[src/rtl/pipeline_pkg.sv]
// Shared pipeline definitions: NOP encoding, JAL opcode, fetch-buffer entry
// and the J-type immediate decoder used by the optional JAL predictor.
package pipeline_pkg;

   localparam logic [31:0] NOP_INST = 32'h0000_0013;
   localparam logic [6:0]  OPC_JAL  = 7'b1101111;

   typedef struct packed {
      logic [31:0] pc;
      logic [31:0] inst;
   } fetch_entry_t;

   // Sign-extended J-immediate {imm[20], imm[10:1], imm[11], imm[19:12]} << 1
   function automatic logic [31:0] jal_offset(input logic [31:0] inst);
      return {{12{inst[31]}}, inst[19:12], inst[20], inst[30:21], 1'b0};
   endfunction

endpackage

[src/rtl/fetch_buf.sv]
// Circular FIFO of fetched {pc, inst} entries; clear has priority over
// push/pop, and push into a full buffer is allowed when a pop frees a slot.
module fetch_buf
   import pipeline_pkg::*;
#(
   parameter  int DEPTH = 2,
   localparam int PTR_W = (DEPTH > 1) ? $clog2(DEPTH) : 1,
   localparam int CNT_W = $clog2(DEPTH + 1)
) (
   input  logic               i_clk,
   input  logic               i_reset,
   input  logic               i_clear,
   input  logic               i_push,
   input  logic               i_pop,
   input  fetch_entry_t       i_data,
   output fetch_entry_t       o_head,
   output logic               o_full,
   output logic               o_empty,
   output logic [CNT_W-1:0]   o_count
);

   fetch_entry_t     r_mem [DEPTH];
   logic [PTR_W-1:0] r_wr_ptr;
   logic [PTR_W-1:0] r_rd_ptr;
   logic [CNT_W-1:0] r_count;

   logic w_do_push;
   logic w_do_pop;

   function automatic logic [PTR_W-1:0] next_ptr(input logic [PTR_W-1:0] p);
      return (p == PTR_W'(DEPTH - 1)) ? '0 : p + PTR_W'(1);
   endfunction

   assign o_empty   = (r_count == '0);
   assign o_full    = (r_count == CNT_W'(DEPTH));
   assign o_count   = r_count;
   assign o_head    = r_mem[r_rd_ptr];
   assign w_do_pop  = i_pop && !o_empty;
   assign w_do_push = i_push && (!o_full || w_do_pop);

   always_ff @(posedge i_clk or negedge i_reset) begin
      if (!i_reset) begin
         r_wr_ptr <= '0;
         r_rd_ptr <= '0;
         r_count  <= '0;
      end else if (i_clear) begin
         r_wr_ptr <= '0;
         r_rd_ptr <= '0;
         r_count  <= '0;
      end else begin
         if (w_do_push) r_wr_ptr <= next_ptr(r_wr_ptr);
         if (w_do_pop)  r_rd_ptr <= next_ptr(r_rd_ptr);
         unique case ({w_do_push, w_do_pop})
            2'b10:   r_count <= r_count + CNT_W'(1);
            2'b01:   r_count <= r_count - CNT_W'(1);
            default: ;
         endcase
      end
   end

   // NOTE: storage has no reset; r_count gates every read, so stale slots are never observed.
   always_ff @(posedge i_clk) begin
      if (w_do_push && !i_clear) r_mem[r_wr_ptr] <= i_data;
   end

endmodule

[src/rtl/fetch_stage.sv]
// Instruction fetch stage: credit-limited request issue, in-order response
// capture into fetch_buf, redirect flush. Optional JAL predecode under
// macro FETCH_JAL_PREDICT_EN.
module fetch_stage
   import pipeline_pkg::*;
#(
   parameter logic [31:0] RESET_PC  = 32'h0000_0000,
   parameter int          BUF_DEPTH = 2
) (
   input  logic        i_clk,
   input  logic        i_reset,
   input  logic        i_stall,
   input  logic        i_redirect,
   input  logic [31:0] i_redirect_pc,
   output logic        o_imem_req,
   output logic [31:0] o_imem_addr,
   input  logic        i_imem_gnt,
   input  logic        i_imem_rvalid,
   input  logic [31:0] i_imem_rdata,
   output logic        o_valid,
   output logic [31:0] o_pc,
   output logic [31:0] o_inst
);

   localparam int          CNT_W       = $clog2(BUF_DEPTH + 1);
   localparam logic [31:0] RESET_PC_AL = {RESET_PC[31:2], 2'b00};

   if (BUF_DEPTH < 2 || BUF_DEPTH > 4) begin : g_depth_check
      $error("fetch_stage: BUF_DEPTH must be in 2..4");
   end

   logic [31:0]      r_pc;
   logic [31:0]      r_rsp_pc;
   logic [CNT_W-1:0] r_outstanding;
   logic [CNT_W-1:0] r_discard;

   fetch_entry_t     w_buf_head;
   fetch_entry_t     w_push_entry;
   logic             w_buf_full;
   logic             w_buf_empty;
   logic [CNT_W-1:0] w_buf_count;
   logic [CNT_W-1:0] w_inflight;
   logic [CNT_W-1:0] w_out_next;
   logic [31:0]      w_redirect_pc;
   logic             w_rsp;
   logic             w_push;
   logic             w_pop;
   logic             w_req;
   logic             w_accept;
   logic             w_unused;

`ifdef FETCH_JAL_PREDICT_EN
   logic             w_jal_taken;
   logic [31:0]      w_jal_target;
`endif

   assign w_redirect_pc = {i_redirect_pc[31:2], 2'b00};
   assign w_push_entry  = '{pc: r_rsp_pc, inst: i_imem_rdata};
   assign w_unused      = ^{i_redirect_pc[1:0], w_buf_full};

   // NOTE: every always_comb output gets a default first so no latch is inferred.
   always_comb begin
      w_rsp      = i_imem_rvalid && (r_outstanding != '0);
      w_push     = w_rsp && !i_redirect && (r_discard == '0);
      w_pop      = !w_buf_empty && !i_stall && !i_redirect;
      // A head leaving this cycle frees its slot for a new request.
      w_inflight = r_outstanding + w_buf_count - CNT_W'(w_pop);
      w_req      = i_reset && !i_redirect && (w_inflight < CNT_W'(BUF_DEPTH));
      w_accept   = w_req && i_imem_gnt;
      w_out_next = r_outstanding;
      unique case ({w_accept, w_rsp})
         2'b10:   w_out_next = r_outstanding + CNT_W'(1);
         2'b01:   w_out_next = r_outstanding - CNT_W'(1);
         default: ;
      endcase
   end

`ifdef FETCH_JAL_PREDICT_EN
   always_comb begin
      w_jal_taken  = w_push && (i_imem_rdata[6:0] == OPC_JAL);
      w_jal_target = r_rsp_pc + jal_offset(i_imem_rdata);
      w_jal_target[1:0] = 2'b00;
   end
`endif

   // NOTE: sequential state uses <= so every register samples pre-edge values.
   always_ff @(posedge i_clk or negedge i_reset) begin
      if (!i_reset) begin
         r_pc          <= RESET_PC_AL;
         r_rsp_pc      <= RESET_PC_AL;
         r_outstanding <= '0;
         r_discard     <= '0;
      end else begin
         r_outstanding <= w_out_next;
         if (i_redirect) begin
            r_pc      <= w_redirect_pc;
            r_rsp_pc  <= w_redirect_pc;
            r_discard <= r_outstanding - CNT_W'(w_rsp);
         end
`ifdef FETCH_JAL_PREDICT_EN
         else if (w_jal_taken) begin
            // Everything still in flight, including a same-cycle grant, is wrong-path.
            r_pc      <= w_jal_target;
            r_rsp_pc  <= w_jal_target;
            r_discard <= w_out_next;
         end
`endif
         else begin
            if (w_accept) r_pc <= r_pc + 32'd4;
            if (w_push)   r_rsp_pc <= r_rsp_pc + 32'd4;
            if (w_rsp && (r_discard != '0)) r_discard <= r_discard - CNT_W'(1);
         end
      end
   end

   fetch_buf #(
      .DEPTH (BUF_DEPTH)
   ) u_buf (
      .i_clk   (i_clk),
      .i_reset (i_reset),
      .i_clear (i_redirect),
      .i_push  (w_push),
      .i_pop   (w_pop),
      .i_data  (w_push_entry),
      .o_head  (w_buf_head),
      .o_full  (w_buf_full),
      .o_empty (w_buf_empty),
      .o_count (w_buf_count)
   );

   assign o_imem_req  = w_req;
   assign o_imem_addr = r_pc;
   assign o_valid     = !w_buf_empty;
   assign o_pc        = o_valid ? w_buf_head.pc   : 32'h0;
   assign o_inst      = o_valid ? w_buf_head.inst : NOP_INST;

endmodule

[config.mk]
export PLATFORM = sky130hd
export DESIGN_NAME = fetch_stage
export DESIGN_NICKNAME = d
export VERILOG_FILES = /design/src/rtl/pipeline_pkg.sv /design/src/rtl/fetch_buf.sv /design/src/rtl/fetch_stage.sv
export SDC_FILE = /design/constraint.sdc
export NUM_CORES = 1
export LEC_CHECK = 0
export CAP_MARGIN = 20
export CORE_MARGIN = 3
export CORE_UTILIZATION = 47
export CTS_CLUSTER_SIZE = 16
export DETAILED_ROUTE_END_ITERATION = 12
export HOLD_SLACK_MARGIN = 0.15
export PLACE_DENSITY = 0.8
export SYNTH_ARGS = -nofsm -noshare
export SYNTH_HDL_FRONTEND = slang
export SYNTH_SLANG_ARGS = --single-unit
[constraint.sdc]
create_clock -name i_clk -period 6.5 [get_ports i_clk]
set_input_delay 0.65 -clock i_clk [delete_from_list [all_inputs] [get_ports i_clk]]
set_output_delay 0.65 -clock i_clk [all_outputs]
set_load 0.01 [all_outputs]
==> metrics, run 1 <==
EDFF count, synth 124; final period utilization between 60% and 70%; sequential element share of the synthesized area 62.1%; routability congestion estimate from global placement 0.813; clock slew at reported path FFs roughly 70 ps; routed length per instance 17.8 µm; Post-Synthesis Cells approximately 680; IO buf count 161; number of inserted diodes 0; Ports around 170; nets a little over 900; static leakage around 0.0038 µW; Max IR drop VDD roughly 0.26 mV; total grt overflow 0; clock sink total 192; sequential share of power 47.2%; Clock Skews roughly 13 ps; Inserted Clock Buffers 17; clk_lat worst skew approximately 430 ps; remaining antenna violation count 0; top-count cell post-synth edfxtp_1; DP HPWL about 13,000 µm; CP startpoint kind input pin; CTS tree yes; vias in the first global route 5,818; most frequent CP cell clkdlybuf4s50_1; initial antenna violation count 0; R2R Setup Slk ~3500 ps; # fillers ~1,400; final hold vios 0; Highest Clock Rate between 0.2 and 0.25 GHz; Layout Cells excl Fill ~1,100; number of remaining DRC errors 0; largest net degree at the start of global routing 68; core box area 0.0181 mm²; Die H about 140 µm; Buf+Inv Stages, Crit Path 2; Synth Cell Area around 0.0087 mm²; post-CTS setup buffers 0; FP Rows a little under 50; Largest delay share family, worst path buffers and inverters; root buf cell clkbuf_16; syn avg cell area ~13 µm²; relative slew slack 26.4%; H-tree lvl count 4; Starting DRT DRC Count between 300 and 400; GRT Overall Usage 19.1%; synthesis-stage register bit count around 190; total net switching power around 930 µW; P per Cell Area between 200 and 300 mW/mm²; Crit path largest cell delay 580 ps; layout cell share with drive strength beyond 1 9.54%; register area ~0.0054 mm²; max-cap viol count 0; Synth area leaders edfxtp_1 (43%), dfrtp_1 (19%), mux2i_1 (7.6%), nor2_1 (3.5%), xor2_1 (2.9%); first drt pass iteration count 5; post-synth top area cell edfxtp_1; Vias/cell 5.47; Initial Util about half; Ys Warns 0; RSZ-0062 raised after global routing false; Yosys top cell area share between 40% and 50%; die width between 100 and 150 µm; Crit path required time 5850 ps; pins over their slew limit 0; hold-fix buffers at CTS 0; worst path arrival time 3620 ps; # resized after CTS 0; Sw Share between 20% and 30%; outcome completed; crit path max fanout 27; Yosys cell types 54; area grow syn2layout 27.7%; worst slew pin tran between 1000 and 1500 ps; clock share of power 31.3%; ys flop type edfxtp_1; CP Capture Type output pin; final setup violation count 0; crit path cell chain clkdlybuf4s50_1 -> nor3_1 -> ha_1 -> and2b_1 -> xnor3_2 -> nor2_1 -> and2_1 -> clkdlybuf4s50_1; Final TNS setup 0 ps; fin crit period 4270 ps; FFs w/ async S/R, synth 35.4%; first-pass GRT wire length 30,400 µm; P_int 2390 µW; via count between 5,000 and 6,000; Longest Clk Path Bufs 2; crit path kind input pin to output pin; CP max-delay cell xnor3_2; Comb pwr share a little over a fifth; Hold WC Path Type input pin to asynchronous set/reset pin; final wirelength ~19,000 µm; Multi-input gate area about 0.0031 mm²; Die ar. between 0.02 and 0.025 mm²; most instantiated cells after synthesis edfxtp_1 (124), nor2_1 (81), dfrtp_1 (68); placed insts roughly 1,000
[worst register-to-register path: stages (launching register included)]
cell	delay [ps]
dfrtp_1	490
nor2_4	70
nor3_1	170
ha_1	270
and2b_1	210
xnor3_2	580
nor2_1	340
nand3_1	140
ha_1	240
xnor2_1	150
nor2_1	70
xor2_1	130
[power by group through the flow]
stage	registers (µW)	clock network, µW	logic (µW)
after global routing	1580	1120	784
after floorplan	1540	0	453
after CTS	1560	1070	722
after global placement	1580	0	698
after detailed placement	1590	0	714
final	1560	1040	715
[placed cells by master, fill, tap and decap left out, types with 5 or more instances in the layout]
cell type / count
a21boi_0: 8
a21boi_1: 7
a21oi_1: 10
a31oi_1: 5
and3_1: 5
buf_4: 7
clkbuf_16: 19
clkdlybuf4s50_1: 160
dfrtp_1: 67
edfxtp_1: 124
ha_1: 6
inv_1: 12
mux2_2: 20
mux2i_1: 66
nand2_1: 36
nand2b_1: 9
nand3_1: 27
nand4_1: 16
nor2_1: 80
nor3_1: 17
nor4_1: 7
nor4_2: 6
o21a_1: 5
o21ai_0: 10
xnor2_1: 25
xor2_1: 29
[per-layer routing]
layer | vias up | GRT usage, % | part of all wire (%)
li1 | 2797 | - | -
met1 | 2860 | 26.8 | 46
met2 | 214 | 29.8 | 47
met3 | 23 | 4.37 | 6.3
met4 | 0 | 6.10 | 1.6
met5 | - | 0 | 0
[kinds of logic (layout without fill, tap and decap cells)]
family | after synthesis | count (layout) | share of synthesized area [%]
AO/OA/AOI/OAI | 65 | 65 | 5.15
other | 1 | 4 | 0.0429
flip-flops | 192 | 192 | 62.1
buffers and inverters | 49 | 213 | 2.40
AND/OR/NAND/NOR | 228 | 228 | 13.7
XOR/XNOR | 55 | 55 | 5.68
adder cells (fa/ha/maj) | 6 | 6 | 0.859
multiplexers | 86 | 86 | 10.1
[flip-flops by register name (all words and copies together), names as in the netlist]
signal,flops
o_imem_addr,30
u_buf.r_mem,124
u_buf.o_count,2
r_rsp_pc,30
r_outstanding,2
r_discard,2
u_buf.r_rd_ptr,1
u_buf.r_wr_ptr,1
[metrics by stage]
step	area, µm²	power (µW)	hold slack (ps)	setup slack [ps]	utilization [%]
4_1_cts	11200	3350	290	2220	61.7
3_5_place_dp	10600	2300	522	2240	58.4
3_3_place_gp	10600	2280	508	2320	58.4
2_1_floorplan	8750	2000	354	114	-
5_1_grt	11200	3480	326	2050	61.7
6_report	11200	3320	297	2230	61.7
[path summary, 6_finish.rpt]
path                                 endpoint  depth (start not counted)              from
max in group asynchronous      u_buf.r_rd_ptr                          2           i_reset
min in group i_clk         u_buf.r_mem[0][61]                          0      r_rsp_pc[29]
setup reg to reg             r_outstanding[1]                         11  u_buf.o_count[0]
hold reg to reg            u_buf.r_mem[0][61]                          0      r_rsp_pc[29]
setup / recovery                   o_imem_req                          8           i_stall
hold / removal                o_imem_addr[26]                          1           i_reset
[area by class of cell]
type	count	share of cell area, %
repair buffers	168	14.9
multi-input cells	444	28.1
inverters	13	0.437
flip-flops and latches	192	48.6
well taps	229	2.57
clock buffers	22	4.54
clock inverters	10	0.852
No activity file was read; power rests on OpenSTA's default activity.
==> run 2, diff against run 1 <==
==> constraint.sdc (replaced) <==
create_clock -name i_clk -period 3.69 [get_ports i_clk]
set_input_delay 0.369 -clock i_clk [delete_from_list [all_inputs] [get_ports i_clk]]
set_output_delay 0.369 -clock i_clk [all_outputs]
set_load 0.01 [all_outputs]
==> metrics, run 2 (synthesis gave the netlist of run 1 again) <==
outcome completed; FP Rows 49; worst slew pin tran ~1000 ps; Hold WC Path Type input pin to asynchronous set/reset pin; Biggest register u_buf.r_mem; Buf+Inv Stages, Crit Path 1; root buf cell clkbuf_16; CP Capture Type output pin; first-pass GRT wire length a little over 30,000 µm; H-tree lvl count 4; worst path arrival time 2930 ps; Longest Clk Path Bufs 2; final period utilization between 80 and 90%; most common cell after layout, fill and taps aside clkdlybuf4s50_1; # fillers about 1,400; Initial Util between 40% and 50%; crit path cell chain nor2_4 -> nor3_1 -> ha_1 -> and2b_1 -> xnor3_2 -> nor2_1 -> and2_1 -> clkdlybuf4s50_1; layout cell share with drive strength beyond 1 about a tenth; relative slew slack between 30% and 40%; largest net degree at the start of global routing between 60 and 70; M2 GR Usage 29.6%; clk_lat worst skew 440 ps; via count roughly 5,900; number of remaining DRC errors 0; vias in the first global route around 5,800; crit path kind register to output pin; most frequent cells in the layout clkdlybuf4s50_1 (160), edfxtp_1 (124), nor2_1 (80); P per Cell Area between 500 and 600 mW/mm²; fin crit period about 3300 ps; Vias/cell approximately 5.5; DP HPWL approximately 13,000 µm; clock sink total between 150 and 200; met1 usage around a quarter; Max IR drop VDD 0.394 mV; Largest delay share family, worst path simple AND/OR/NAND/NOR gates; Die H between 100 and 150 µm; area grow syn2layout 28.9%; routed length per instance roughly 17 µm; Crit path largest cell delay between 500 and 600 ps; Clock Skews about 15 ps; clock slew at reported path FFs ~70 ps; GRT Overall Usage 19.0%; post-CTS setup buffers 0; Inserted Clock Buffers 17; static leakage ~0.0039 µW; CP max-delay cell clkdlybuf4s50_1; max reg flops about 120; nets a little over 900; IO buf count roughly 160; max-cap viol count 0; Final Cell Area between 0.01 and 0.015 mm²; Highest Clock Rate between 0.3 and 0.4 GHz; gr busiest metal met2; Placed Area between 0.01 and 0.015 mm²; die width ~140 µm; Ports around 170; pins over their slew limit 0; final hold vios 0; total grt overflow 0; number of inserted diodes 0; CP startpoint kind register; Starting DRT DRC Count between 300 and 400; remaining antenna violation count 0; CTS tree yes; core box area around 0.018 mm²; final wirelength 18,900 µm; first drt pass iteration count 5; met3 Use GR roughly 4.2%; Die ar. approximately 0.020 mm²; Final TNS setup 0 ps; final setup violation count 0; initial antenna violation count 0; crit path max fanout 7; Crit path required time around 3300 ps; routability congestion estimate from global placement 0.836; RSZ-0062 raised after global routing false
-- run 2: cell types whose count changed in the layout (fill, tap and decap cells not counted), moves of 2 or more --
| cell | before | now |
|---|---|---|
| inv_6 | 1 | 3 |
| buf_4 | 7 | 12 |
| bufinv_16 | 1 | 3 |
| clkinv_1 | 0 | 3 |
| inv_4 | 2 | 0 |
| clkbuf_16 | 19 | 17 |
-- run 2: power breakdown --
part | switching [µW] | internal, µW | leakage (µW) | total [µW]
logic | 669 | 633 | 0.00169 | 1300
clock network | 776 | 1080 | 0.000291 | 1860
registers | 196 | 2530 | 0.00191 | 2730
total | 1640 | 4250 | 0.00389 | 5890
-- run 2: cell type report --
type                            instances  area, µm²  share of cell area [%]
Clock inverter                         13        158                    1.40
Tap cell                              229        287                    2.54
Clock buffer                           19        443                    3.93
Inverter                               13       48.8                   0.433
Timing Repair Buffer                  176       1750                    15.6
Multi-Input combinational cell        444       3150                    27.9
Sequential cell                       192       5430                    48.2
-- run 2: final timing paths --
check                            startpoint                 end  slack (ps)  depth (start not counted)
max                        u_buf.o_count[1]          o_imem_req         390                          8
min                                 i_reset     o_imem_addr[26]         370                          2
max reg2reg                u_buf.o_count[1]     o_imem_addr[30]        1080                          9
min reg2reg                    r_rsp_pc[12]  u_buf.r_mem[1][44]         510                          0
max in group asynchronous           i_reset      u_buf.r_rd_ptr        2480                          3
min in group i_clk             r_rsp_pc[12]  u_buf.r_mem[1][44]         510                          0
-- run 2: routing by layer --
metal / share of wire [%] / vias up
met5: 0 / -
met4: 1.9 / 0
met3: 6.7 / 27
met2: 46 / 228
met1: 46 / 2853
li1: - / 2817
-- run 2: repair_timing --
| item | in CTS | in global routing |
|---|---|---|
| hold buffers | 1 | 0 |
| gates resized for setup | 0 | 0 |
| hold endpoints to repair | 11 | 0 |
-- run 2: per-stage QoR --
| stage | util (%) | setup WS (ps) | total power [µW] | cells | hold slack (ps) |
|---|---|---|---|---|---|
| finish | 62.3 | 394 | 5890 | 1086 | 375 |
| global route | 62.3 | 248 | 6170 | 1086 | 401 |
| floorplan | - | 376 | 3510 | 685 | 73.4 |
| detailed placement | 58.8 | 418 | 4070 | 1052 | 303 |
| global placement | 58.8 | 464 | 4040 | 1052 | 296 |
| CTS | 62.1 | 381 | 5940 | 1085 | 368 |
-- run 2: worst reg2reg max path, cell delays in order (launching register included) --
cell and delay, ps:
dfrtp_1 500, nor2_4 50, nor3_1 140, ha_1 250
and2b_1 210, xnor3_2 350, buf_4 250, nor4_1 380
xor2_1 120, mux2_2 270
==> run 3, diff against run 2 <==
--- a/config.mk
+++ b/config.mk
@@ -7,11 +7,11 @@
 export LEC_CHECK = 0
 export CAP_MARGIN = 20
 export CORE_MARGIN = 3
-export CORE_UTILIZATION = 47
+export CORE_UTILIZATION = 45
 export CTS_CLUSTER_SIZE = 16
 export DETAILED_ROUTE_END_ITERATION = 12
 export HOLD_SLACK_MARGIN = 0.15
-export PLACE_DENSITY = 0.8
+export PLACE_DENSITY = 0.78
 export SYNTH_ARGS = -nofsm -noshare
 export SYNTH_HDL_FRONTEND = slang
 export SYNTH_SLANG_ARGS = --single-unit
==> metrics, run 3 (synthesis gave the netlist of run 1 again) <==
initial antenna violation count 0; FP Rows 50; Biggest register u_buf.r_mem; remaining antenna violation count 0; final wirelength around 19,000 µm; max-cap viol count 0; nets ~900; first drt pass iteration count 5; Ports 168; crit path kind register to output pin; total power between 5000 and 6000 µW; path depth of the worst reg2reg path 9; number of inserted diodes 0; clock slew at reported path FFs about 70 ps; worst slew pin tran roughly 800 ps; Crit path largest cell delay between 500 and 600 ps; static leakage 0.00386 µW; dpl ws 410 ps; Inserted Clock Buffers 17; Hold WC Path Type input pin to asynchronous set/reset pin; setup ws final approximately 330 ps; clk_lat worst skew 430 ps; crit path max fanout 7; Initial Util 46.3%; routability congestion estimate from global placement between 0.8 and 0.9; Final Util 59.5%; crit path cell chain nor2_4 -> nor3_1 -> ha_1 -> and2b_1 -> xnor3_2 -> nor2_1 -> and2_1 -> clkdlybuf4s50_1; Hold WS about 370 ps; Crit path required time around 3300 ps; CP Capture Type output pin; vias in the first global route approximately 5,900; CTS tree yes; R2R Setup Slk slightly below 1000 ps; Vias/cell approximately 5.3; DP HPWL roughly 13,000 µm; Max IR drop VDD 0.383 mV; Starting DRT DRC Count 268; max reg flops ~120; Largest delay share family, worst path simple AND/OR/NAND/NOR gates; CP startpoint kind register; layout cell share with drive strength beyond 1 around 10%; total grt overflow 0; root buf cell clkbuf_16; final setup violation count 0; fin crit period 3360 ps; largest net degree at the start of global routing 63; IO buf count 161; outcome completed; Clock Skews around 9.5 ps; R2R Path End o_imem_addr[17]; Die H 145 µm; worst path arrival time around 3000 ps; final hold vios 0; most common cell after layout, fill and taps aside clkdlybuf4s50_1; core box area 0.0189 mm²; CP max-delay cell clkdlybuf4s50_1; RR Startpoint u_buf.o_count[0]; # resized after CTS 0; die width 145 µm; area grow syn2layout 28.6%; relative slew slack between 40% and 50%; number of remaining DRC errors 0; first-pass GRT wire length approximately 31,000 µm; RSZ-0062 raised after global routing false; via count just under 6,000; Longest Clk Path Bufs 2; clock sink total approximately 190; P per Cell Area ~500 mW/mm²; Die ar. 0.0211 mm²; routed length per instance 17.2 µm; Final TNS setup 0 ps; pins over their slew limit 0; Buf+Inv Stages, Crit Path 1; Highest Clock Rate between 0.2 and 0.3 GHz; final period utilization 91.2%; H-tree lvl count 4; GRT Overall Usage 18.3%; most frequent cells in the layout clkdlybuf4s50_1 (160), edfxtp_1 (124), nor2_1 (80)
## run 3: what timing repair did
item	CTS	global route
hold buffers	1	0
buffers inserted	0	0
setup endpoints to repair	0	0
endpoints found under the hold margin	11	0
## run 3: power breakdown
group          internal [µW]  switching, µW
registers               2530            215
clock network            944            753
logic                    635            658
total                   4110           1630
## run 3: worst max-delay path by stage
| stage | endpoint | depth (start not counted) | slack (ps) | start |
|---|---|---|---|---|
| 2_1_floorplan | u_buf.r_mem[1][0] | 6 | 380 | r_discard[0] |
| 3_3_place_gp | o_imem_req | 8 | 450 | i_redirect |
| 3_5_place_dp | o_imem_req | 8 | 410 | i_redirect |
| 4_1_cts | o_imem_req | 8 | 320 | u_buf.o_count[0] |
| 5_1_grt | o_imem_req | 8 | 140 | u_buf.o_count[1] |
| 6_report | o_imem_req | 8 | 330 | u_buf.o_count[0] |
## run 3: final cells by class
type	instances	area [µm²]
clock inverters	7	50.0
clock buffers	25	497
inverters	13	48.8
well taps	260	325
repair buffers	177	1740
flip-flops and latches	192	5430
fillers	1518	7650
multi-input cells	444	3150
## run 3: metrics by stage
stage	std cells	instance area, µm²
floorplan	685	8770
global placement	1085	10700
global route	1118	11200
detailed placement	1085	10700
finish	1118	11200
CTS	1118	11200
## run 3: routing by layer
layer / share of wire, % / up-vias / global-route usage [%]
met5: 0 / - / 0
met4: 1.4 / 0 / 5.75
met3: 6.8 / 23 / 4.33
met2: 46 / 243 / 28.6
met1: 46 / 2868 / 25.7
li1: - / 2810 / -
